===== src/rtl/mem_pkg.sv =====
// mem_pkg: funct3 load/store encodings, memory-stage FSM states and lane helpers.
package mem_pkg;
    localparam logic [2:0] MEM_B  = 3'b000;
    localparam logic [2:0] MEM_H  = 3'b001;
    localparam logic [2:0] MEM_W  = 3'b010;
    localparam logic [2:0] MEM_BU = 3'b100;
    localparam logic [2:0] MEM_HU = 3'b101;

    typedef enum logic [1:0] {S_IDLE, S_REQ, S_DONE, S_ERR} state_t;

    // op[1] selects word, op[0] selects halfword, otherwise byte
    function automatic logic aligned(input logic [2:0] op, input logic [1:0] a);
        return op[1] ? (a == 2'b00) : (op[0] ? ~a[0] : 1'b1);
    endfunction

    function automatic logic [3:0] byte_en(input logic [2:0] op, input logic [1:0] a);
        return op[1] ? 4'b1111 : (op[0] ? (4'b0011 << {a[1], 1'b0}) : (4'b0001 << a));
    endfunction

    function automatic logic [31:0] lane_data(input logic [2:0] op, input logic [31:0] sd);
        return op[1] ? sd : (op[0] ? {2{sd[15:0]}} : {4{sd[7:0]}});
    endfunction
endpackage


===== src/rtl/load_extend.sv =====
// load_extend: picks the addressed byte/half of a read word and sign/zero extends it.
module load_extend
    import mem_pkg::*;
(
    input  logic [31:0] i_rdata,
    input  logic [1:0]  i_addr,
    input  logic [2:0]  i_op,
    output logic [31:0] o_data
);
    logic [7:0]  w_byte;
    logic [15:0] w_half;

    assign w_byte = i_rdata[{i_addr, 3'b000} +: 8];
    assign w_half = i_addr[1] ? i_rdata[31:16] : i_rdata[15:0];
    // op[2] marks the unsigned variants
    assign o_data = i_op[1] ? i_rdata :
                    i_op[0] ? {{16{w_half[15] & ~i_op[2]}}, w_half} :
                              {{24{w_byte[7] & ~i_op[2]}}, w_byte};
endmodule


===== src/rtl/mem_access.sv =====
// mem_access: memory stage running loads/stores over a req/ack port with ack timeout,
// producing the write-back value and a PC stall while an access is in flight.
module mem_access
    import mem_pkg::*;
#(
    parameter int ACK_TIMEOUT = 16,
    parameter int CNT_W       = 5
) (
    input  logic        clk,
    input  logic        rst,
    input  logic        ex_valid,
    input  logic        mem_rd,
    input  logic        mem_wr,
    input  logic [2:0]  mem_op,
    input  logic [31:0] alu_result,
    input  logic [31:0] store_data,
    output logic        dmem_req,
    output logic        dmem_we,
    output logic [31:0] dmem_addr,
    output logic [31:0] dmem_wdata,
    output logic [3:0]  dmem_be,
    input  logic        dmem_ack,
    input  logic [31:0] dmem_rdata,
    output logic [31:0] wb_data,
    output logic        wb_valid,
    output logic        stall,
    output logic        misalign,
    output logic        bus_err
);
    state_t            r_state;
    logic [CNT_W-1:0]  r_cnt;
    logic              r_we;
    logic              r_load;
    logic [31:0]       r_addr;
    logic [1:0]        r_lo;
    logic [2:0]        r_op;
    logic [31:0]       r_wdata;
    logic [3:0]        r_be;
    logic [31:0]       r_lbuf;
    logic              r_mis;
    logic              r_berr;
    logic              w_mem_op;
    logic              w_aligned;
    logic [31:0]       w_ext;

    assign w_mem_op  = ex_valid & (mem_rd | mem_wr);
    assign w_aligned = aligned(mem_op, alu_result[1:0]);

    load_extend u_ext (
        .i_rdata (dmem_rdata),
        .i_addr  (r_lo),
        .i_op    (r_op),
        .o_data  (w_ext)
    );

    always_ff @(posedge clk or negedge rst) begin
        if (!rst) begin
            r_state <= S_IDLE;
            r_cnt   <= '0;
            r_we    <= 1'b0;
            r_load  <= 1'b0;
            r_addr  <= '0;
            r_lo    <= '0;
            r_op    <= '0;
            r_wdata <= '0;
            r_be    <= '0;
            r_lbuf  <= '0;
            r_mis   <= 1'b0;
            r_berr  <= 1'b0;
        end else begin
            r_mis  <= 1'b0;
            r_berr <= 1'b0;
            case (r_state)
                S_IDLE: begin
                    if (w_mem_op && w_aligned) begin
                        r_state <= S_REQ;
                        r_addr  <= {alu_result[31:2], 2'b00};
                        r_lo    <= alu_result[1:0];
                        r_op    <= mem_op;
                        r_we    <= mem_wr;
                        r_load  <= ~mem_wr;
                        r_be    <= byte_en(mem_op, alu_result[1:0]);
                        r_wdata <= lane_data(mem_op, store_data);
                        r_cnt   <= '0;
                    end else if (w_mem_op) begin
                        r_state <= S_ERR;
                        r_mis   <= 1'b1;
                    end
                end
                S_REQ: begin
                    // an ack on the last allowed cycle still wins over the timeout
                    if (dmem_ack) begin
                        r_state <= S_DONE;
                        r_lbuf  <= w_ext;
                    end else if (r_cnt == CNT_W'(ACK_TIMEOUT - 1)) begin
                        r_state <= S_ERR;
                        r_berr  <= 1'b1;
                    end else begin
                        r_cnt <= r_cnt + 1'b1;
                    end
                end
                default: r_state <= S_IDLE;
            endcase
        end
    end

    assign dmem_req   = (r_state == S_REQ);
    assign dmem_we    = r_we;
    assign dmem_addr  = r_addr;
    assign dmem_wdata = r_wdata;
    assign dmem_be    = r_be;
    assign misalign   = r_mis;
    assign bus_err    = r_berr;
    assign stall      = (r_state == S_REQ) | ((r_state == S_IDLE) & w_mem_op);
    assign wb_valid   = (r_state == S_IDLE) ? (ex_valid & ~w_mem_op) : ((r_state == S_DONE) & r_load);
    assign wb_data    = (r_state == S_DONE) ? r_lbuf : alu_result;
endmodule


===== config.mk =====
export PLATFORM = sky130hd
export DESIGN_NAME = mem_access
export DESIGN_NICKNAME = d
export VERILOG_FILES = /design/src/rtl/mem_pkg.sv /design/src/rtl/load_extend.sv /design/src/rtl/mem_access.sv
export SDC_FILE = /design/constraint.sdc
export NUM_CORES = 1
export LEC_CHECK = 0
export CAP_MARGIN = 40
export CELL_PAD_IN_SITES_DETAIL_PLACEMENT = 0
export CELL_PAD_IN_SITES_GLOBAL_PLACEMENT = 1
export CORE_MARGIN = 2
export CORE_UTILIZATION = 30
export CTS_CLUSTER_SIZE = 20
export DETAILED_ROUTE_END_ITERATION = 8
export GPL_TIMING_DRIVEN = 0
export PLACE_DENSITY = 0.86
export SYNTH_ARGS = -nofsm -noshare
export SYNTH_HDL_FRONTEND = slang
export SYNTH_SLANG_ARGS = --single-unit

===== constraint.sdc =====
create_clock -name clk -period 2 [get_ports clk]
set_clock_uncertainty 0.1 [all_clocks]
set_input_delay 0.5 -clock clk [delete_from_list [all_inputs] [get_ports clk]]
set_output_delay 0.5 -clock clk [all_outputs]
set_load 0.005 [all_outputs]

==> flow_summary.toml <==
[run_status]
status = "finished, violations left"
failed_checks = "negative setup slack"

[floorplan]
die_y_um = 142
num_io_pins = 211
dieWidth_um = 142
initial_core_util = 0.305
core_area_mm2 = 0.0187
dieArea_mm2 = 0.0201
rows = 50

[synthesis]
synth_compound_area_frac = 0.106
netlist_area_mm2 = 0.00570
yosys.area_share.xor_xnor = 0.00461
synth_top_family_by_area = "multiplexers"
netlist_instances = 534
synthArstFlopShare = 1.00
synth_edf_count = 0
synth-adder-area-share = 0.00439
yosys_warnings = 0
avgSynthCellArea_um2 = 10.7
yosysSeqAreaShare = 0.500
synthSimpleGateAreaFrac = 0.126
synth_mux_area_frac = 0.218
ys_seq_elements = 114
synthDistinctLibCells = 46
synth-main-ff-cell = "dfrtp_1"

[timing]
setup_ws_ps = -437
finalSetupTns_ps = -12500
finalHoldViolations = 0
grt_setup_unrepaired = "true"
fin_crit_sh = 1.22
slew_viol_final = 0
finalSetupViolCount = 34
slew_headroom = 0.463
worst_pin_slew_ps = 805
period_minus_slack_ps = 2440
max_freq_mhz = 410

[placement]
place_area_mm2 = 0.00808
gp_congestion = 0.838
dp_hpwl_um = 13600
port_buffers = 205
dp_cells = 975

[final_layout]
area_growth_syn_to_layout_pct = 62.8
post_route_cells_drive_above_1_share = 0.305
fin_cells = 1037
final_common_cell = "clkdlybuf4s50_1"
final_cell_mix = "165 x clkdlybuf4s50_1, 114 x dfrtp_1, 70 x nand2_1, 54 x mux2_2, 40 x buf_6"
layout.nets = 897
ff_latch_area_mm2 = 0.00285
multi_input_area_mm2 = 0.00286
fillCellCount = 1688
design_area_mm2 = 0.00928

[cts]
numCtsBuffers = 17
clk-insertion-delay-late_ps = 420
cts_root_buffer = "clkbuf_16"
path_clk_slew_ps = 50
cts_buffer_depth = 2
cts_tree = "yes"
cts_htree_levels = 4
clkSinkCount = 114

[detailed_routing]
first_iter_violations = 207
wl_um = 19500
via_count = 5029
viasPerCell = 4.85
wire_per_inst_um = 18.8
ant_nets = 0
drc = 0
firstDrtPassIters = 4

[power]
p_leak_nw = 4.02
powerDensity_mw_per_mm2 = 1440
power_mw = 13.3
ir_drop_mv = 0.692

[grt]
grt_first_pass_wirelength_um = 29600
grt_use_met3 = 0.0422
grt_overflow = 0
met2_usage = 0.315
grt_util_met1 = 0.256
first_global_vias = 5126
grt-busiest-layer = "met2"
antenna_found_initial = 1
grtUsageTotal = 0.196
grt_max_degree = 72

[setup_path]
critPathCaptureType = "output port"
crit_type = "flip-flop to output port"
crit_arrival_ps = 1840
crit_required_ps = 1400
critPathMaxFanout = 6
start_kind = "flip-flop"

[flow_run]
drv_cap = 0

[min_path]
hp-class = "flip-flop to flip-flop"
worst max-delay path, stage by stage, from the launching register on:
cell,delay (ps)
dfrtp_1,350
buf_6,110
inv_4,30
nor2_4,110
buf_12,140
buf_12,130
buf_8,110
mux2_4,300
buf_6,120
sequential cells by signal, indices dropped and copies added (netlist names):
signal and cells:
r_lbuf 32, dmem_addr 30, dmem_wdata 32, r_load 1
r_state 2, bus_err 1, r_lo 2, r_op 3
dmem_be 4, dmem_we 1, r_cnt 5, misalign 1
stage by stage:
stage / hold WS (ps) / setup slack, ps / util
final: 377 / -437 / 0.496
after global routing: 399 / -504 / 0.496
after CTS: 380 / -439 / 0.484
after detailed placement: 367 / -836 / 0.432
after global placement: 362 / -4410 / 0.430
after floorplan: 104 / 74.1 / -
area by class of cell:
cell class / count / share of cell area
timing repair buffer: 236 / 0.257
clock inverter: 6 / 0.00863
inverter: 5 / 0.00229
sequential: 114 / 0.307
tap: 234 / 0.0315
clock buffer: 24 / 0.0519
multi-input combinational: 374 / 0.309
buffer: 42 / 0.0324
antenna: 2 / 0.000539
per-layer routing:
| layer | up-vias | part of all wire |
|---|---|---|
| met3 | 30 | 0.049 |
| li1 | 2398 | - |
| met4 | 0 | 0.029 |
| met2 | 143 | 0.48 |
| met1 | 2458 | 0.44 |
| met5 | - | 0 |
repair_timing:
item	CTS	global route
setup endpoints to repair	116	69
hold endpoints to repair	43	0
resized for setup	224	50
hold buffers	1	0
cloned	1	0
pin swaps	8	6
buffers inserted	20	10
cell families (layout without fill, tap and decap cells):
family | after synthesis | after routing
AO/OA/AOI/OAI | 100 | 100
XOR/XNOR | 3 | 3
adder cells (fa/ha/maj) | 2 | 2
buffers and inverters | 47 | 313
flip-flops | 114 | 114
multiplexers | 113 | 113
other | 1 | 4
AND/OR/NAND/NOR | 154 | 154
worst paths after layout:
| kind | startpoint | end | slack (ps) | depth (start not counted) |
|---|---|---|---|---|
| max in group asynchronous | rst | dmem_wdata[10]$_DFFE_PN0P_ | 580 | 3 |
| worst max-delay path | r_state[1]$_DFFE_PN0P_ | wb_data[19] | -440 | 8 |
| min in group asynchronous | rst | r_lbuf[19]$_DFFE_PN0P_ | 510 | 2 |
| worst min register to register | dmem_wdata[29]$_DFFE_PN0P_ | dmem_wdata[29]$_DFFE_PN0P_ | 380 | 2 |
| worst max register to register | r_state[1]$_DFFE_PN0P_ | r_lbuf[12]$_DFFE_PN0P_ | 130 | 9 |
| worst min-delay path | dmem_wdata[29]$_DFFE_PN0P_ | dmem_wdata[29]$_DFFE_PN0P_ | 380 | 2 |
report_power, final:
group / internal (mW) / total (mW) / leakage [nW] / switching, mW
sequential: 3.42 / 4.07 / 1.36 / 0.649
clock: 1.91 / 2.94 / 0.280 / 1.04
combinational: 3.78 / 6.31 / 2.38 / 2.53
cells in the mapped netlist (all sizes together) (2+ instances only):
master / instances / share of area
clkbuf: 15 / 0.0099
buf: 27 / 0.027
xnor2: 3 / 0.0046
nand2: 70 / 0.046
nor2b: 2 / 0.0022
or2: 7 / 0.0077
inv: 5 / 0.0033
o21ai: 40 / 0.036
nand4: 3 / 0.0033
ha: 2 / 0.0044
mux2: 85 / 0.17
nand2b: 3 / 0.0033
and3b: 2 / 0.0031
a31oi: 9 / 0.0099
mux2i: 28 / 0.049
a21oi: 36 / 0.034
dfrtp: 114 / 0.50
o31a: 2 / 0.0046
nand3b: 9 / 0.012
o221a: 7 / 0.014
nand3: 3 / 0.0026
nor3: 8 / 0.0070
and2: 3 / 0.0033
nor2: 39 / 0.026
nor4b: 2 / 0.0042
Power figures use the tool's default switching activity.
